### config.mk
export PLATFORM = sky130hd
export DESIGN_NAME = imem_loader_flat
export DESIGN_NICKNAME = d
export VERILOG_FILES = /design/src/rtl/imem_loader_if.sv /design/src/rtl/imem_loader.sv /design/src/flat_wrapper.sv
export SDC_FILE = /design/constraint.sdc
export NUM_CORES = 1
export LEC_CHECK = 0
export BUFFER_PORTS_ARGS = -buffer_cell sky130_fd_sc_hd__buf_2
export CAP_MARGIN = 20
export CORE_ASPECT_RATIO = 1.1
export CORE_MARGIN = 2
export CORE_UTILIZATION = 55
export DETAILED_ROUTE_END_ITERATION = 10
export GPL_TIMING_DRIVEN = 0
export PLACE_DENSITY = 0.77
export SYNTH_ARGS = -nofsm -noshare
export SYNTH_HDL_FRONTEND = slang
export SYNTH_SLANG_ARGS = --single-unit
### constraint.sdc
create_clock -name CLK -period 5.2 [get_ports CLK]
set_input_delay 0.26 -clock CLK [delete_from_list [all_inputs] [get_ports CLK]]
set_output_delay 0.26 -clock CLK [all_outputs]
set_load 0.05 [all_outputs]
### src/rtl/imem_loader_if.sv
// Byte-stream and instruction-RAM write-port bundle for the instruction memory loader.
// The master side feeds the byte stream; the slave side (the loader) drives the RAM write port and status.
interface imem_loader_if #(
  parameter int TAM_POSICIONES = 1024,
  parameter int TAM_PALABRA    = 32
);
  localparam int AW = $clog2(TAM_POSICIONES);

  logic                   START;
  logic [7:0]             BYTE_IN;
  logic                   BYTE_VALID;
  logic                   BYTE_READY;
  logic                   WR_EN;
  logic [AW-1:0]          WR_ADDRESS;
  logic [TAM_PALABRA-1:0] WR_DATA;
  logic                   BUSY;
  logic                   DONE;
  logic                   ERROR;

  modport master (
    output START, BYTE_IN, BYTE_VALID,
    input  BYTE_READY, WR_EN, WR_ADDRESS, WR_DATA, BUSY, DONE, ERROR
  );

  modport slave (
    input  START, BYTE_IN, BYTE_VALID,
    output BYTE_READY, WR_EN, WR_ADDRESS, WR_DATA, BUSY, DONE, ERROR
  );
endinterface

### src/rtl/imem_loader.sv
// Loads a length-prefixed little-endian byte stream into the instruction RAM, one word per write cycle.
// Stream: 16-bit word count N (LSB first), then N words of TAM_PALABRA/8 bytes each.
module imem_loader #(
  parameter int TAM_POSICIONES = 1024,
  parameter int TAM_PALABRA    = 32
) (
  input  logic         CLK,
  input  logic         RESET,
  imem_loader_if.slave bus
);
  localparam int BYTES = TAM_PALABRA / 8;
  localparam int AW    = $clog2(TAM_POSICIONES);
  localparam int IW    = (BYTES > 1) ? $clog2(BYTES) : 1;
  localparam logic [16:0]   MAX_N    = 17'(TAM_POSICIONES);
  localparam logic [IW-1:0] LAST_IDX = IW'(BYTES - 1);

  typedef enum logic [2:0] {
    S_IDLE,
    S_LEN_LO,
    S_LEN_HI,
    S_CHECK,
    S_DATA,
    S_WRITE,
    S_FINISH,
    S_ERR
  } state_t;

  function automatic logic [TAM_PALABRA-1:0] put_byte(
    input logic [TAM_PALABRA-1:0] word,
    input logic [IW-1:0]          lane,
    input logic [7:0]             data
  );
    logic [TAM_PALABRA-1:0] res;
    res = word;
    for (int i = 0; i < BYTES; i++) begin
      res[i*8 +: 8] = (lane == IW'(i)) ? data : word[i*8 +: 8];
    end
    return res;
  endfunction

  state_t                 r_state;
  logic [15:0]            r_len;
  logic [16:0]            r_count;
  logic [IW-1:0]          r_idx;
  logic [TAM_PALABRA-1:0] r_word;
  logic                   r_ready;
  logic                   r_wr_en;
  logic [AW-1:0]          r_wr_addr;
  logic [TAM_PALABRA-1:0] r_wr_data;
  logic                   r_busy;
  logic                   r_done;
  logic                   r_error;

  logic                   w_xfer;
  logic                   w_last_word;
  logic [TAM_PALABRA-1:0] w_word;

  assign w_xfer      = bus.BYTE_VALID & r_ready;
  assign w_last_word = ((r_count + 17'd1) == {1'b0, r_len});
  assign w_word      = put_byte(r_word, r_idx, bus.BYTE_IN);

  // Load sequencer; every output is a register updated alongside the state.
  always_ff @(posedge CLK or posedge RESET) begin
    if (RESET) begin
      r_state   <= S_IDLE;
      r_len     <= 16'd0;
      r_count   <= 17'd0;
      r_idx     <= '0;
      r_word    <= '0;
      r_ready   <= 1'b0;
      r_wr_en   <= 1'b0;
      r_wr_addr <= '0;
      r_wr_data <= '0;
      r_busy    <= 1'b0;
      r_done    <= 1'b0;
      r_error   <= 1'b0;
    end else begin
      case (r_state)
        S_IDLE: begin
          r_wr_en <= 1'b0;
          r_ready <= 1'b0;
          if (bus.START) begin
            r_state <= S_LEN_LO;
            r_ready <= 1'b1;
            r_busy  <= 1'b1;
            r_done  <= 1'b0;
            r_error <= 1'b0;
            r_len   <= 16'd0;
            r_count <= 17'd0;
            r_idx   <= '0;
            r_word  <= '0;
          end
        end
        S_LEN_LO: begin
          if (w_xfer) begin
            r_len[7:0] <= bus.BYTE_IN;
            r_state    <= S_LEN_HI;
          end
        end
        S_LEN_HI: begin
          if (w_xfer) begin
            r_len[15:8] <= bus.BYTE_IN;
            r_ready     <= 1'b0;
            r_state     <= S_CHECK;
          end
        end
        S_CHECK: begin
          if (r_len == 16'd0) begin
            r_state <= S_FINISH;
          end else if ({1'b0, r_len} > MAX_N) begin
            r_state <= S_ERR;
          end else begin
            r_ready <= 1'b1;
            r_state <= S_DATA;
          end
        end
        S_DATA: begin
          if (w_xfer) begin
            r_word <= w_word;
            if (r_idx == LAST_IDX) begin
              // Ready drops together with the strobe so no byte lands during the write cycle.
              r_ready   <= 1'b0;
              r_wr_en   <= 1'b1;
              r_wr_data <= w_word;
              r_wr_addr <= r_count[AW-1:0];
              r_idx     <= '0;
              r_state   <= S_WRITE;
            end else begin
              r_idx <= r_idx + IW'(1);
            end
          end
        end
        S_WRITE: begin
          r_wr_en <= 1'b0;
          r_count <= r_count + 17'd1;
          if (w_last_word) begin
            r_state <= S_FINISH;
          end else begin
            r_ready <= 1'b1;
            r_state <= S_DATA;
          end
        end
        S_FINISH: begin
          r_done  <= 1'b1;
          r_busy  <= 1'b0;
          r_state <= S_IDLE;
        end
        S_ERR: begin
          r_error <= 1'b1;
          r_busy  <= 1'b0;
          r_state <= S_IDLE;
        end
        default: begin
          r_ready <= 1'b0;
          r_wr_en <= 1'b0;
          r_busy  <= 1'b0;
          r_state <= S_IDLE;
        end
      endcase
    end
  end

  assign bus.BYTE_READY = r_ready;
  assign bus.WR_EN      = r_wr_en;
  assign bus.WR_ADDRESS = r_wr_addr;
  assign bus.WR_DATA    = r_wr_data;
  assign bus.BUSY       = r_busy;
  assign bus.DONE       = r_done;
  assign bus.ERROR      = r_error;
endmodule

### src/flat_wrapper.sv
// flat-port wrapper written by rule: the top's interface ports become plain ports
module imem_loader_flat 
#(
  parameter int TAM_POSICIONES = 1024,
  parameter int TAM_PALABRA    = 32
)
  (CLK, RESET, bus_START, bus_BYTE_IN, bus_BYTE_VALID, bus_BYTE_READY, bus_WR_EN, bus_WR_ADDRESS, bus_WR_DATA, bus_BUSY, bus_DONE, bus_ERROR);
  imem_loader_if #(.TAM_POSICIONES(TAM_POSICIONES), .TAM_PALABRA(TAM_PALABRA)) bus_i ();
  input  logic CLK;
  input  logic RESET;
  input wire logic [$bits(bus_i.START)-1:0] bus_START;
  input wire logic [$bits(bus_i.BYTE_IN)-1:0] bus_BYTE_IN;
  input wire logic [$bits(bus_i.BYTE_VALID)-1:0] bus_BYTE_VALID;
  output wire logic [$bits(bus_i.BYTE_READY)-1:0] bus_BYTE_READY;
  output wire logic [$bits(bus_i.WR_EN)-1:0] bus_WR_EN;
  output wire logic [$bits(bus_i.WR_ADDRESS)-1:0] bus_WR_ADDRESS;
  output wire logic [$bits(bus_i.WR_DATA)-1:0] bus_WR_DATA;
  output wire logic [$bits(bus_i.BUSY)-1:0] bus_BUSY;
  output wire logic [$bits(bus_i.DONE)-1:0] bus_DONE;
  output wire logic [$bits(bus_i.ERROR)-1:0] bus_ERROR;
  assign bus_i.START = bus_START;
  assign bus_i.BYTE_IN = bus_BYTE_IN;
  assign bus_i.BYTE_VALID = bus_BYTE_VALID;
  assign bus_BYTE_READY = bus_i.BYTE_READY;
  assign bus_WR_EN = bus_i.WR_EN;
  assign bus_WR_ADDRESS = bus_i.WR_ADDRESS;
  assign bus_WR_DATA = bus_i.WR_DATA;
  assign bus_BUSY = bus_i.BUSY;
  assign bus_DONE = bus_i.DONE;
  assign bus_ERROR = bus_i.ERROR;
  imem_loader #(.TAM_POSICIONES(TAM_POSICIONES), .TAM_PALABRA(TAM_PALABRA)) u_core (.CLK(CLK), .RESET(RESET), .bus(bus_i));
endmodule
==> metrics.yaml <==
yosys.area.top_type_share_pct: 50.1
startpoint: "u_core.r_count[5]"
dp.final_hpwl_mm: 9.61
io_buffers: 50
irDropWorstVdd_uv: 175
cts_tree: "yes"
rows: 38
grt_pass1_wl_mm: 22.4
cp_max_fo: 9
p_leak_nw: 2.97
tightest_slew_ns: 0.803
dr_wl_met3_um: 613
core_region_area_um2: 9750
status: "complete, no violations"
drv_cap: 0
p_total_mw: 1.41
synthMuxAreaShare_pct: 5.19
n_antenna_cell: 0
cpLargestDelayFamily: "simple AND/OR/NAND/NOR gates"
clk_latency_ns: 0.38
synthAdderAreaFrac_pct: 1.15
syn_nets: 600
timing.reg2reg.setup_slack_ns: 2.59
cpPeakStageDelay_ns: 0.42
ys_seq_elements: 109
die_area_um2: 10700
synth-edff-count: 0
synth_xor_area_share_pct: 3.31
gp_congestion: 0.932
yosysWarnings: 0
clockBufferDepth: 2
ioPinCount: 59
cp_data_arrival_time_ns: 2.88
end_kind: "flop"
yosysMostFrequentCell: "nand2_1"
yosys-top-cells-area: "dfrtp_1 (50%), nand2_1 (9.0%), o21ai_0 (5.3%)"
synth_top_family_by_area: "simple AND/OR/NAND/NOR gates"
wl_met2_mm: 6.78
wl_met1_mm: 5.94
dieHeight_um: 108
via_per_inst: 5.88
critPathRequiredTime_ns: 5.48
rsz0062_at_grt: "false"
hold_buffers: 0
path_cells: "buf_4, nand4_1, o21a_1, nor4_1, o2111ai_1, nor4_4, mux2i_1, nand3_1"
drv_slew: 0
multi_input_area_um2: 2490
hp-class: "in -> async"
relSlewSlack_pct: 46.1
gr-total-overflow: 0
cts-resized-gates: 0
die_width_um: 98.9
wl_mm: 13.6
clk_pin_slew_worst_paths_ns: 0.11
cts-root-buf: "clkbuf_8"
drtIter0Drc: 295
place_inst: 754
drcViolationCount: 0
yosysTopAreaCell: "dfrtp_1"
synthesis.area_um2: 5450
finalSetupTns_ns: 0
avgRoutedWirePerCell_um: 17.7
synth_seq_area_share_pct: 50.1
start_kind: "flop"
clock-sinks: 109
antenna_found_initial: 0
fin_skew_ns: 0.0117
grt.total_usage_pct: 26.5
drive_gt1_share_pct: 13.8
grt_max_degree: 61
async_reset_ff_share_pct: 100
cts-buffers-inserted: 9
hold_ws_ns: 0.00210
post_cts_buffers: 0
slowest_stage: "nor4_1"
initial_core_util_pct: 55.9
min_period_over_period_pct: 50.1
r2r_start: "u_core.r_count[5]"
synthCells: 583
p_per_area_nw_per_um2: 232
fin_nets: 662
cts_max_level: 3
n_fill_cell: 818
synthFlopType: "dfrtp_1"
vias: 4524
seq_area_um2: 2730
fmax_ghz: 0.384
finish.utilization_pct: 62.2
setup_violations: 0
finalCriticalPeriod_ns: 2.61
yosysUniqueCellTypes: 56
top_layer: "met4"
crit_type: "reg -> reg"
hold_viol: 0
synth_common_cells: "nand2_1 (130), dfrtp_1 (109), o21ai_0 (58), nand3_1 (31), clkbuf_1 (30)"
yosys.area_share.simple_pct: 20.5
grt_pass1_vias: 4406
drt-pass1-iter-count: 5
worst-path-buf-inv: 1
area_growth_pct: 11.3
synth-compound-area-share_pct: 15.6
antenna_left: 0
stdcell_count: 770
syn_area_per_cell_um2: 9.35
power by group:
part	switching, mW	internal (mW)	total (mW)	leakage, nW
registers	0.000953	0.848	0.849	1.44
logic	0.0412	0.0139	0.0551	1.44
clock network	0.309	0.194	0.503	0.0945
worst register-to-register path: stages, from the launching register on:
cell and delay (ns):
dfrtp_1 0.34, buf_4 0.16, nand4_1 0.34, o21a_1 0.29
nor4_1 0.42, o2111ai_1 0.27, nor4_4 0.39, mux2i_1 0.22
nand3_1 0.08
stage by stage:
stage                     area, µm²  worst slack [ns]
after floorplan                5450              2.07
final                          6060              2.59
after CTS                      6060              2.62
after global routing           6060              2.46
after global placement         5850             0.929
after detailed placement       5880              2.64
kinds of logic (layout without fill, tap and decap cells):
kind of cell | count (synthesis) | in the layout
AND/OR/NAND/NOR | 236 | 236
multiplexers | 28 | 28
flip-flops | 109 | 109
AO/OA/AOI/OAI | 134 | 134
adder cells (fa/ha/maj) | 5 | 5
buffers and inverters | 52 | 119
XOR/XNOR | 19 | 19
cell type report:
type | instances | share of cell area (%)
Buffer | 44 | 3.26
Tap cell | 120 | 2.48
Inverter | 8 | 0.536
Clock buffer | 11 | 2.33
Sequential cell | 109 | 45.0
Clock inverter | 5 | 0.722
Multi-Input combinational cell | 422 | 41.1
Timing Repair Buffer | 51 | 4.58
layer usage:
metal | GRT usage (%) | up-vias
met3 | 3.88 | 22
met4 | 9.78 | 0
met1 | 35.4 | 2236
li1 | - | 2151
met5 | 0 | -
met2 | 44.2 | 115
worst paths after layout:
path,endpoint,cells past startpoint
max reg2reg,u_core.bus.BYTE_READY,8
max,u_core.bus.BYTE_READY,8
min reg2reg,u_core.bus.WR_ADDRESS[4],2
min,u_core.bus.WR_ADDRESS[0],2
min in group CLK,u_core.bus.BUSY,3
max in group asynchronous,u_core.bus.WR_DATA[0],3
layout by cell type, fill, tap and decap left out, types with 6 or more instances in the layout:
cell type	n
a21oi_1	17
nor3_1	9
buf_2	54
mux2i_1	26
clkbuf_8	10
nand4_1	7
inv_1	7
and2_1	6
nor2_1	22
nand3_1	31
clkbuf_1	31
a22o_1	26
o21ai_0	58
xnor2_1	13
nand2_1	130
dfrtp_1	109
flip-flops by register name, summed over array words and instances (netlist names), 2 cells and up:
register and count:
u_core.r_len 16, u_core.r_count 17, u_core.bus.WR_ADDRESS 10, u_core.r_word 24, u_core.r_idx 2, u_core.r_state 3
u_core.bus.WR_DATA 32
No activity file was read; power rests on OpenSTA's default activity.
